## src/rtl/window_realign_reader.sv

```systemverilog
// Read side of the window line buffer: fetches every block of one row with
// fixed-latency reads, undoes the writer's OFFSET-word shift by stitching each
// block with the tail of its predecessor, and streams the result through a
// credit-protected first-word-fall-through FIFO.
module window_realign_reader #(
  parameter int WORDS        = 8,
  parameter int WORD_SIZE    = 8,
  parameter int INDEX_WIDTH  = 8,
  parameter int OFFSET       = 0,
  parameter int NUM_BLOCKS   = 4,
  parameter int READ_LATENCY = 2,
  parameter int FIFO_DEPTH   = 4
) (
  input  logic                         clk,
  input  logic                         rst_n,
  input  logic                         start,
  input  logic [INDEX_WIDTH-1:0]       startY,
  output logic                         busy,
  output logic                         done,
  output logic                         re,
  output logic [INDEX_WIDTH-1:0]       raddrY,
  output logic [INDEX_WIDTH-1:0]       raddrBlock,
  input  logic [WORDS*WORD_SIZE-1:0]   rdata,
  output logic                         out_valid,
  input  logic                         out_ready,
  output logic [WORDS*WORD_SIZE-1:0]   out_data,
  output logic [INDEX_WIDTH-1:0]       out_block,
  output logic                         out_last
);

  localparam int DATA_W = WORDS * WORD_SIZE;
  localparam int PTR_W  = (FIFO_DEPTH > 1) ? $clog2(FIFO_DEPTH) : 1;
  localparam int SLOTS  = 1 << PTR_W;
  localparam int CNT_W  = $clog2(FIFO_DEPTH + 1);
  localparam int SHIFT  = (WORDS - OFFSET) * WORD_SIZE;

  localparam logic [INDEX_WIDTH:0]   LAST_ISSUE   = (INDEX_WIDTH + 1)'(NUM_BLOCKS - 1);
  localparam logic [INDEX_WIDTH-1:0] LAST_BLOCK   = INDEX_WIDTH'(NUM_BLOCKS - 1);
  localparam logic [PTR_W-1:0]       PTR_MAX      = PTR_W'(FIFO_DEPTH - 1);
  localparam logic [CNT_W:0]         CREDIT_LIMIT = (CNT_W + 1)'(FIFO_DEPTH);

  typedef enum logic [1:0] {
    IDLE,
    READ,
    DRAIN
  } stateType;

  stateType               state;
  stateType               stateNext;
  logic                   accept;
  logic                   issue;
  logic                   finish;
  logic                   creditOk;
  logic [INDEX_WIDTH:0]   rdIdx;
  logic [DATA_W-1:0]      prevBlock;
  logic [DATA_W-1:0]      realigned;

  logic [READ_LATENCY-1:0] validPipe;
  logic [INDEX_WIDTH-1:0]  idxPipe [READ_LATENCY];
  logic [CNT_W-1:0]        inflight;
  logic                    ret;
  logic [INDEX_WIDTH-1:0]  retBlock;

  logic [DATA_W-1:0]       fifoData  [SLOTS];
  logic [INDEX_WIDTH-1:0]  fifoBlock [SLOTS];
  logic                    fifoLast  [SLOTS];
  logic [PTR_W-1:0]        wrPtr;
  logic [PTR_W-1:0]        rdPtr;
  logic [CNT_W-1:0]        fifoCount;
  logic                    pop;

  // A read is only allowed when every outstanding return already has a FIFO slot
  // reserved, so back-pressure can never force a returned block to be dropped.
  assign creditOk = ({1'b0, inflight} + {1'b0, fifoCount}) < CREDIT_LIMIT;

  assign ret      = validPipe[READ_LATENCY-1];
  assign retBlock = idxPipe[READ_LATENCY-1];

  // Word x of the realigned block is word x+WORDS-OFFSET of {current, previous};
  // with OFFSET=0 this is exactly the current block.
  assign realigned = DATA_W'({rdata, prevBlock} >> SHIFT);

  assign out_valid = (fifoCount != '0);
  assign out_data  = fifoData[rdPtr];
  assign out_block = fifoBlock[rdPtr];
  assign out_last  = fifoLast[rdPtr];
  assign pop       = out_valid & out_ready;

  // State register.
  always_ff @(posedge clk or negedge rst_n) begin
    if (!rst_n) state <= IDLE;
    else        state <= stateNext;
  end

  // Next-state and per-cycle control decisions: accept a row, issue a read, finish the row.
  always_comb begin
    stateNext = state;
    accept    = 1'b0;
    issue     = 1'b0;
    finish    = 1'b0;
    case (state)
      IDLE: begin
        if (start) begin
          accept    = 1'b1;
          stateNext = READ;
        end
      end
      READ: begin
        if (creditOk) begin
          issue = 1'b1;
          if (rdIdx == LAST_ISSUE) stateNext = DRAIN;
        end
      end
      DRAIN: begin
        if (pop && out_last) begin
          finish    = 1'b1;
          stateNext = IDLE;
        end
      end
      default: stateNext = IDLE;
    endcase
  end

  // Registered read port, row latch, issue counter, status flags and stitch history.
  always_ff @(posedge clk or negedge rst_n) begin
    if (!rst_n) begin
      re         <= 1'b0;
      raddrY     <= '0;
      raddrBlock <= '0;
      rdIdx      <= '0;
      busy       <= 1'b0;
      done       <= 1'b0;
      prevBlock  <= '0;
    end else begin
      re   <= issue;
      done <= finish;
      if (accept) begin
        raddrY <= startY;
        rdIdx  <= '0;
        busy   <= 1'b1;
      end else if (finish) begin
        busy <= 1'b0;
      end
      if (issue) begin
        raddrBlock <= rdIdx[INDEX_WIDTH-1:0];
        rdIdx      <= rdIdx + 1'b1;
      end
      if (accept)   prevBlock <= '0;
      else if (ret) prevBlock <= rdata;
    end
  end

  // Latency pipe marking the cycle each read returns, plus the outstanding-read counter.
  always_ff @(posedge clk or negedge rst_n) begin
    if (!rst_n) begin
      validPipe <= '0;
      for (int k = 0; k < READ_LATENCY; k++) idxPipe[k] <= '0;
      inflight <= '0;
    end else begin
      validPipe[0] <= re;
      idxPipe[0]   <= raddrBlock;
      for (int k = 1; k < READ_LATENCY; k++) begin
        validPipe[k] <= validPipe[k-1];
        idxPipe[k]   <= idxPipe[k-1];
      end
      if (issue && !ret)      inflight <= inflight + 1'b1;
      else if (!issue && ret) inflight <= inflight - 1'b1;
    end
  end

  // Realigned-block FIFO; pushes on every return, pops on the output handshake.
  always_ff @(posedge clk or negedge rst_n) begin
    if (!rst_n) begin
      for (int s = 0; s < SLOTS; s++) begin
        fifoData[s]  <= '0;
        fifoBlock[s] <= '0;
        fifoLast[s]  <= 1'b0;
      end
      wrPtr     <= '0;
      rdPtr     <= '0;
      fifoCount <= '0;
    end else begin
      if (ret) begin
        fifoData[wrPtr]  <= realigned;
        fifoBlock[wrPtr] <= retBlock;
        fifoLast[wrPtr]  <= (retBlock == LAST_BLOCK);
        wrPtr            <= (wrPtr == PTR_MAX) ? '0 : wrPtr + 1'b1;
      end
      if (pop) rdPtr <= (rdPtr == PTR_MAX) ? '0 : rdPtr + 1'b1;
      if (ret && !pop)      fifoCount <= fifoCount + 1'b1;
      else if (!ret && pop) fifoCount <= fifoCount - 1'b1;
    end
  end

endmodule

```

## config.mk

```make
export PLATFORM = sky130hd
export DESIGN_NAME = window_realign_reader
export DESIGN_NICKNAME = d
export VERILOG_FILES = /design/src/rtl/window_realign_reader.sv
export SDC_FILE = /design/constraint.sdc
export NUM_CORES = 1
export LEC_CHECK = 0
export BUFFER_PORTS_ARGS = -buffer_cell sky130_fd_sc_hd__buf_2
export CAP_MARGIN = 40
export CORE_MARGIN = 4
export CORE_UTILIZATION = 61
export CTS_BUF_LIST = sky130_fd_sc_hd__clkbuf_8
export DETAILED_ROUTE_END_ITERATION = 8
export PLACE_DENSITY = 0.91
export SETUP_SLACK_MARGIN = 0.3
export SYNTH_ARGS = -nofsm -noshare
export SYNTH_HDL_FRONTEND = slang
export SYNTH_SLANG_ARGS = --single-unit
```

## constraint.sdc

```tcl
create_clock -name clk -period 2.9 [get_ports clk]
set_input_delay 0.29 -clock clk [delete_from_list [all_inputs] [get_ports clk]]
set_output_delay 0.29 -clock clk [all_outputs]
set_load 0.02 [all_outputs]
```

### Word level (Yosys, flattened, before mapping)

Cells that the tools add are included.

* bits in registers: 350
* input bits: 76
* word-level logic and storage cells: 106

* add/subtract/negate cells: 8
* magnitude comparators: 4
* equality and inequality tests: 10
* muxes and demuxes: 39
* bitwise gates (word level): 3
* reductions and logical operators: 16

Operators with widths (number)
* $bwmux 256: 1
* $mux 64: 3
* $bmux 64 s2: 1
* $demux 64 s2: 1
* $bwmux 32: 1
* $mux 8: 3
* $mux 9: 2
* $bmux 8 s2: 1
* $demux 8 s2: 1
* $mux 2: 6
* $mux 3: 4
* $mux 1: 11
* $add 9x1->9 const B: 1
* $eq 9x2->1 const B: 1
* $eq 8x2->1 const B: 1
* $ne 2x2->1 const B: 4
* $reduce_bool 2->1: 4
* $add 3x1->3 const B: 2
* $eq 2x2->1 const B: 3
* $ge 3x3->1 const B: 2
* $logic_and 1x1->1: 6
* $not 2->3: 2
* $pmux 2 s3: 1
* $sub 3x1->3 const B: 2
* other kinds (13): 16

### Depth between registers and ports, before layout

Gate-level depths: netlist of run 1.

* depth in word-level cells: 9
* gate-level depth with buffers: 11
* gate-level depth less buffers: 10

### Least setup slack after synthesis of run 1

Ideal clock, no wire load.

* path type: reg2reg
* start: reg inflight[2]
* end: reg inflight[2]
* arrival: 2192 ps
* data required time: 2821 ps
* setup slack: 629 ps
* stages on the path, launching flop included: 12
* path buffers: 1
* clock period less this slack: 2271 ps
* cell sequence: dfrtp_1 > ha_1 > nor3_2 > nand3_1 > inv_1 > buf_4 > ha_1 > inv_1 > fa_1 > xor2_1 > nor2_1 > xor2_1

* cells in the longest elaborated chain, start to end: 7
* elaborated cells on any way between the ends: 12

RTL lines
* from (decl): RTL line 60 `logic [CNT_W-1:0] inflight;`
* from (signal assigned): RTL line 166 `if (issue && !ret) inflight <= inflight + 1'b1;`
* from (signal assigned): RTL line 167 `else if (!issue && ret) inflight <= inflight - 1'b1;`
* $add 3x3->4 *: RTL line 74 `assign creditOk = ({1'b0, inflight} + {1'b0, fifoCount}) < CREDIT_LIMIT;`
* $lt 4x3->1 *: RTL line 74
* $mux 1 *: RTL line 109 `if (creditOk) begin`
* $mux 1 *: RTL line 101 `case (state)`
* net issue: RTL line 51 `logic issue;`
* $logic_not 1->1: RTL line 167
* $logic_and 1x1->1: RTL line 167
* $reduce_bool 2->1 (no line)

The timed path passes the listed nets; every way through them passes the cells marked *. The select of a mux whose other input is x is not followed.
A chain may end at the register's enable or synchronous reset.

### Final worst setup path of run 1

* start: reg rdPtr[1]
* end: out out_data[29]

* cells in the longest elaborated chain, start to end: 4

RTL lines
* from (decl): RTL line 68 `logic [PTR_W-1:0] rdPtr;`
* from (signal assigned): RTL line 189 `if (pop) rdPtr <= (rdPtr == PTR_MAX) ? '0 : rdPtr + 1'b1;`
* $not 2->3 (implied by the code): RTL line 84 `assign out_data = fifoData[rdPtr];`
* $bmux 64 s2: RTL line 84
* $mux 64 (implied by the code) (2 in a row): RTL line 84
* to (decl): RTL line 26 `output logic [WORDS*WORD_SIZE-1:0] out_data,`

No other way between the ends. The select of a mux whose other input is x is not followed.

==> flow_summary.yaml, run 1 <==
yosys:
  syn_area_um2: 14800
  synthCells: 918
  yosysWarnings: 0
  synth.distinct_cells: 33
  synth_fp_nets: 1006
  syn_area_per_cell_um2: 16.1
  yosysSeqAreaShare: 0.592
  ys_seq_elements: 350
cells_and_area:
  final_cell_mix: "dfrtp_1 (348), mux2_2 (291), buf_2 (167), mux4_2 (73), clkbuf_8 (68)"
  layout_commonest_cell: "dfrtp_1"
  fillers: 1347
  final_util: 0.756
  final_nets: 1273
  drive_gt1_frac: 0.529
  syn2layout_area_growth_pct: 21.0
global_route:
  grt_pass1_vias: 9905
  grt_max_degree: 84
  antenna_found_initial: 0
  grt_use_met3: 0.0519
  grt-ovfl-total: 0
  met2_usage: 0.427
  grt_use_met1: 0.327
  grt_pass1_wl_mm: 52.5
  busiest_layer: "met2"
  track_usage: 0.249
clock_network:
  clk_path_buf_depth: 3
  tritoncts: "yes"
  clk_latency_ns: 0.56
  numCtsBuffers: 56
  htreeDepth: 2
  clkSinkCount: 350
  cts_root_buf: "clkbuf_8"
  path_clk_slew_ns: 0.06
die:
  top_level_ports: 169
  dieHeight_um: 164
  row_count: 56
  start_util: 0.625
  die-area_um2: 26800
  core_area_um2: 23700
  fp.dieW_um: 164
power_and_ir_drop:
  vdd.ir_drop.worst_uv: 821
  power.total_mw: 22.1
  powerDensity_nw_per_um2: 1230
  leakagePower_nw: 8.18
route:
  wl_per_cell_um: 20.9
  drt_iter0_markers: 566
  via_per_inst: 5.77
  first_pass_iters: 4
  drtAntennaViolNets: 0
  via_count: 8909
  remaining_drc_errors: 0
  totalWireLength_mm: 32.2
timing:
  slew_viol_final: 0
  fin_tns_setup_ns: 0
  maxSlewHeadroom: 0.573
  rsz0062_at_grt: "false"
  fin_skew_ns: 0.0123
  fmax_ghz: 0.422
  fin_crit_sh: 0.817
  tightest_slew_ns: 0.641
  finalCriticalPeriod_ns: 2.37
  hold_violations: 0
  finalSetupViolCount: 0
worst_setup_path:
  worstSetupStartpointType: "flop"
  cpMaxStageDelayCell: "dfrtp_4"
  r2r_cells: 10
  crit_type: "flop to output port"
  crit_chain: "buf_12, mux4_2, buf_2"
  crit_required_ns: 2.61
  critPathCaptureType: "output port"
  max_stage_delay_ns: 0.71
  worstPathMaxFanout: 26
  worstSetupPathDepth: 3
  cp_num_buf_inv: 2
  critPathArrivalTime_ns: 2.08
  cp_top_family: "flip-flops"
place:
  post-dp-hpwl_mm: 18.8
  portBuffers: 168
  gp_congestion: 0.790
min_path:
  worstHoldPathType: "primary input to flop"
  hold_depth: 2
outcome:
  status: "complete, no violations"
run:
  maxCapViolCount: 0
==> sequential cells by signal (all words and copies together), names as in the netlist, 3 cells and up <==
| register | count |
|---|---|
| fifoBlock | 32 |
| fifoCount | 3 |
| fifoData | 256 |
| fifoLast | 4 |
| idxPipe | 8 |
| inflight | 3 |
| raddrBlock | 8 |
| raddrY | 8 |
| rdIdx | 9 |
| retBlock | 8 |
==> final timing paths <==
check	start	end	slack [ns]
max	rdPtr[1]	out_data[29]	0.53
min	rdata[40]	fifoData[104]	0.02
max reg2reg	fifoCount[2]	inflight[2]	0.67
min reg2reg	idxPipe[14]	retBlock[6]	0.34
max in group asynchronous	rst_n	fifoBlock[16]	1.60
min in group asynchronous	rst_n	fifoData[80]	0.33
==> timing repair <==
action / 4_1_cts / 5_1_grt
setup endpoints to repair: 54 / 26
resized for setup: 0 / 0
buffers inserted: 2 / 7
pin swaps: 0 / 0
hold buffers: 56 / 1
hold endpoints to repair: 234 / 1
==> stage by stage <==
step	instance area (µm²)	instances	worst slack [ns]	hold WS (ns)
floorplan	14800	918	0.629	-0.00559
global placement	16100	1380	0.740	0.330
detailed placement	16100	1380	0.677	0.334
CTS	17800	1535	0.346	0.000831
global route	17900	1543	0.423	0.00828
finish	17900	1544	0.530	0.0235
==> power breakdown <==
part | total, mW | switching [mW] | internal (mW)
clock network | 4.01 | 1.83 | 2.18
registers | 8.69 | 1.43 | 7.25
logic | 9.38 | 4.51 | 4.87
==> final cells by class <==
class | count | area, µm² | share of cell area
Clock buffer | 68 | 936 | 0.0523
Clock inverter | 29 | 138 | 0.00769
Timing Repair Buffer | 261 | 1870 | 0.104
Tap cell | 319 | 399 | 0.0223
Sequential cell | 350 | 8770 | 0.490
Multi-Input combinational cell | 507 | 5770 | 0.322
Antenna cell | 1 | 2.50 | 0.000140
Inverter | 9 | 33.8 | 0.00189
==> routing by layer <==
metal | vias to the layer above | part of all wire
met2 | 263 | 0.52
met5 | - | 0
met4 | 0 | 0.021
li1 | 3909 | -
met1 | 4674 | 0.41
met3 | 63 | 0.052
==> cell families (layout without fill, tap and decap cells) <==
kind of cell / after synthesis / after routing / share of synthesized area
other cells: 0 / 1 / 0
flops: 350 / 350 / 0.592
xor+xnor: 6 / 6 / 0.00355
simple gates: 98 / 98 / 0.0296
compound gates: 25 / 25 / 0.00939
buf+inv: 61 / 367 / 0.0205
fa+ha+maj: 12 / 12 / 0.0112
mux: 366 / 366 / 0.334
==> cell usage after synthesis (all sizes together) <==
| cell | count | area [µm²] |
|---|---|---|
| nor3 | 3 | 20.0 |
| a31oi | 2 | 12.5 |
| a21o | 2 | 15.0 |
| xor2 | 4 | 35.0 |
| nor3b | 3 | 27.5 |
| dfrtp | 350 | 8760 |
| fa | 2 | 40.0 |
| and3 | 1 | 6.26 |
| buf | 47 | 250 |
| ha | 10 | 125 |
| nand2b | 1 | 6.26 |
| mux2i | 2 | 20.0 |
| and2b | 1 | 7.51 |
| mux2 | 291 | 3280 |
| o21bai | 1 | 7.51 |
| nor2 | 8 | 30.0 |
| or3 | 5 | 31.3 |
| nor4b | 1 | 8.76 |
| nor4 | 2 | 12.5 |
| nand2 | 64 | 240 |
| a21oi | 4 | 20.0 |
| o2bb2ai | 1 | 8.76 |
| nand3 | 7 | 35.0 |
| xnor2 | 2 | 17.5 |
| nand4 | 2 | 12.5 |
| clkbuf | 5 | 18.8 |
| inv | 9 | 33.8 |
| mux4 | 73 | 1640 |
| o21ai | 15 | 75.1 |
Note: power is estimated with default switching activity, not from simulation.
==> run 2: changes to the inputs <==
Clock period 2.9 ns to 2.3 ns, I/O delays scaled along.
==> flow_summary.yaml, run 2 (synthesis gave the netlist of run 1 again) <==
outcome:
  status: "complete, but fails checks"
  violations: "negative setup slack"
min_path:
  worstHoldPathType: "primary input to asynchronous set/reset pin"
worst_setup_path:
  crit_type: "flop to output port"
  crit_required_ns: 2.07
  worstPathMaxFanout: 9
  critPathArrivalTime_ns: 2.09
  worstSetupStartpointType: "flop"
  critPathCaptureType: "output port"
cells_and_area:
  top_regs: "fifoData: 256 flops, fifoBlock: 32 flops, rdIdx: 9 flops"
  layout_commonest_cell: "dfrtp_1"
  final_util: 0.805
  top_register: "fifoData"
  instances_no_fill: 1588
  largest_reg_flops: 256
  drive_gt1_frac: 0.550
  final_nets: 1309
  final_cell_mix: "dfrtp_1 (348), mux2_2 (290), buf_2 (97), clkbuf_8 (76), dlygate4sd3_1 (74)"
  final_area_um2: 19100
  syn2layout_area_growth_pct: 28.9
clock_network:
  numCtsBuffers: 56
  cts_root_buf: "clkbuf_8"
  path_clk_slew_ns: 0.07
  tritoncts: "yes"
  clkSinkCount: 350
  htreeDepth: 2
  clk_path_buf_depth: 3
  clk_latency_ns: 0.57
place:
  gp_congestion: 0.763
  post-place-ws_ns: 0.0917
  dpl.cell_count: 1384
  dpl_cell_area_um2: 16300
  post-dp-hpwl_mm: 20.0
  portBuffers: 168
timing:
  maxSlewHeadroom: 0.591
  fin_ws_ns: -0.0209
  fin_skew_ns: 0.0208
  fin_tns_setup_ns: -0.0370
  hold_violations: 0
  tightest_slew_ns: 0.614
  slew_viol_final: 0
  fin_hold_ws_ns: 0.191
  finalCriticalPeriod_ns: 2.32
  fin_crit_sh: 1.01
  fmax_ghz: 0.431
  finalSetupViolCount: 3
  rsz0062_at_grt: "true"
global_route:
  busiest_layer: "met2"
  grt_use_met1: 0.341
  track_usage: 0.280
  grt_pass1_wl_mm: 58.4
  grt_max_degree: 71
  met2_usage: 0.490
  grt_pass1_vias: 10700
  grt_use_met3: 0.0592
  antenna_found_initial: 1
  grt-ovfl-total: 0
run:
  maxCapViolCount: 0
die:
  row_count: 56
  dieHeight_um: 164
  start_util: 0.625
  core_area_um2: 23700
  fp.dieW_um: 164
  top_level_ports: 169
  die-area_um2: 26800
route:
  via_per_inst: 5.90
  first_pass_iters: 4
  remaining_drc_errors: 0
  via_count: 9367
  drtAntennaViolNets: 0
  totalWireLength_mm: 38.1
  wl_per_cell_um: 24.0
  drt_iter0_markers: 561
power_and_ir_drop:
  leakagePower_nw: 8.60
  power.total_mw: 31.5
  vdd.ir_drop.worst_uv: 909
  powerDensity_nw_per_um2: 1650
==> run 2: layer usage <==
layer / share of wire / vias up
met1: 0.38 / 4927
met3: 0.052 / 114
met4: 0.039 / 0
met2: 0.53 / 358
met5: 0 / -
li1: - / 3968
==> run 2: where the power goes <==
part / internal (mW) / total (mW) / switching, mW
logic: 8.17 / 14.8 / 6.66
registers: 9.15 / 11.0 / 1.88
clock network: 3.18 / 5.68 / 2.51
total: 20.5 / 31.5 / 11.0
==> run 2: worst max-delay path: stages, from the launching register on <==
cell,delay (ns)
dfrtp_4,0.45
buf_12,0.17
buf_16,0.16
mux4_2,0.54
buf_2,0.19
==> run 2: final timing paths <==
path / end / cells past startpoint / startpoint / slack, ns
worst min register to register: retBlock[3] / 0 / idxPipe[11] / 0.35
min in group clk: state[0] / 3 / start / 0.23
worst max register to register: inflight[2] / 10 / inflight[1] / 0.19
worst min-delay path: fifoData[212] / 2 / rst_n / 0.19
worst max-delay path: out_data[27] / 4 / rdPtr[0] / -0.02
max in group asynchronous: fifoData[67] / 3 / rst_n / 1.31
==> run 2: final cells by class <==
type                            count  area (µm²)
Antenna cell                        1        2.50
Multi-Input combinational cell    507        5840
Sequential cell                   350        8770
Clock buffer                       76        1050
Timing Repair Buffer              297        2800
Inverter                            9        33.8
Tap cell                          319         399
Clock inverter                     29         186
Fill cell                        1142        4610
==> run 2: what timing repair did <==
action | 4_1_cts | 5_1_grt
gates resized for setup | 98 | 69
pin swaps | 8 | 6
cloned | 1 | 3
hold buffers | 74 | 0
endpoints found under the hold margin | 317 | 0
setup buffers | 15 | 5
endpoints found under the setup margin | 77 | 76
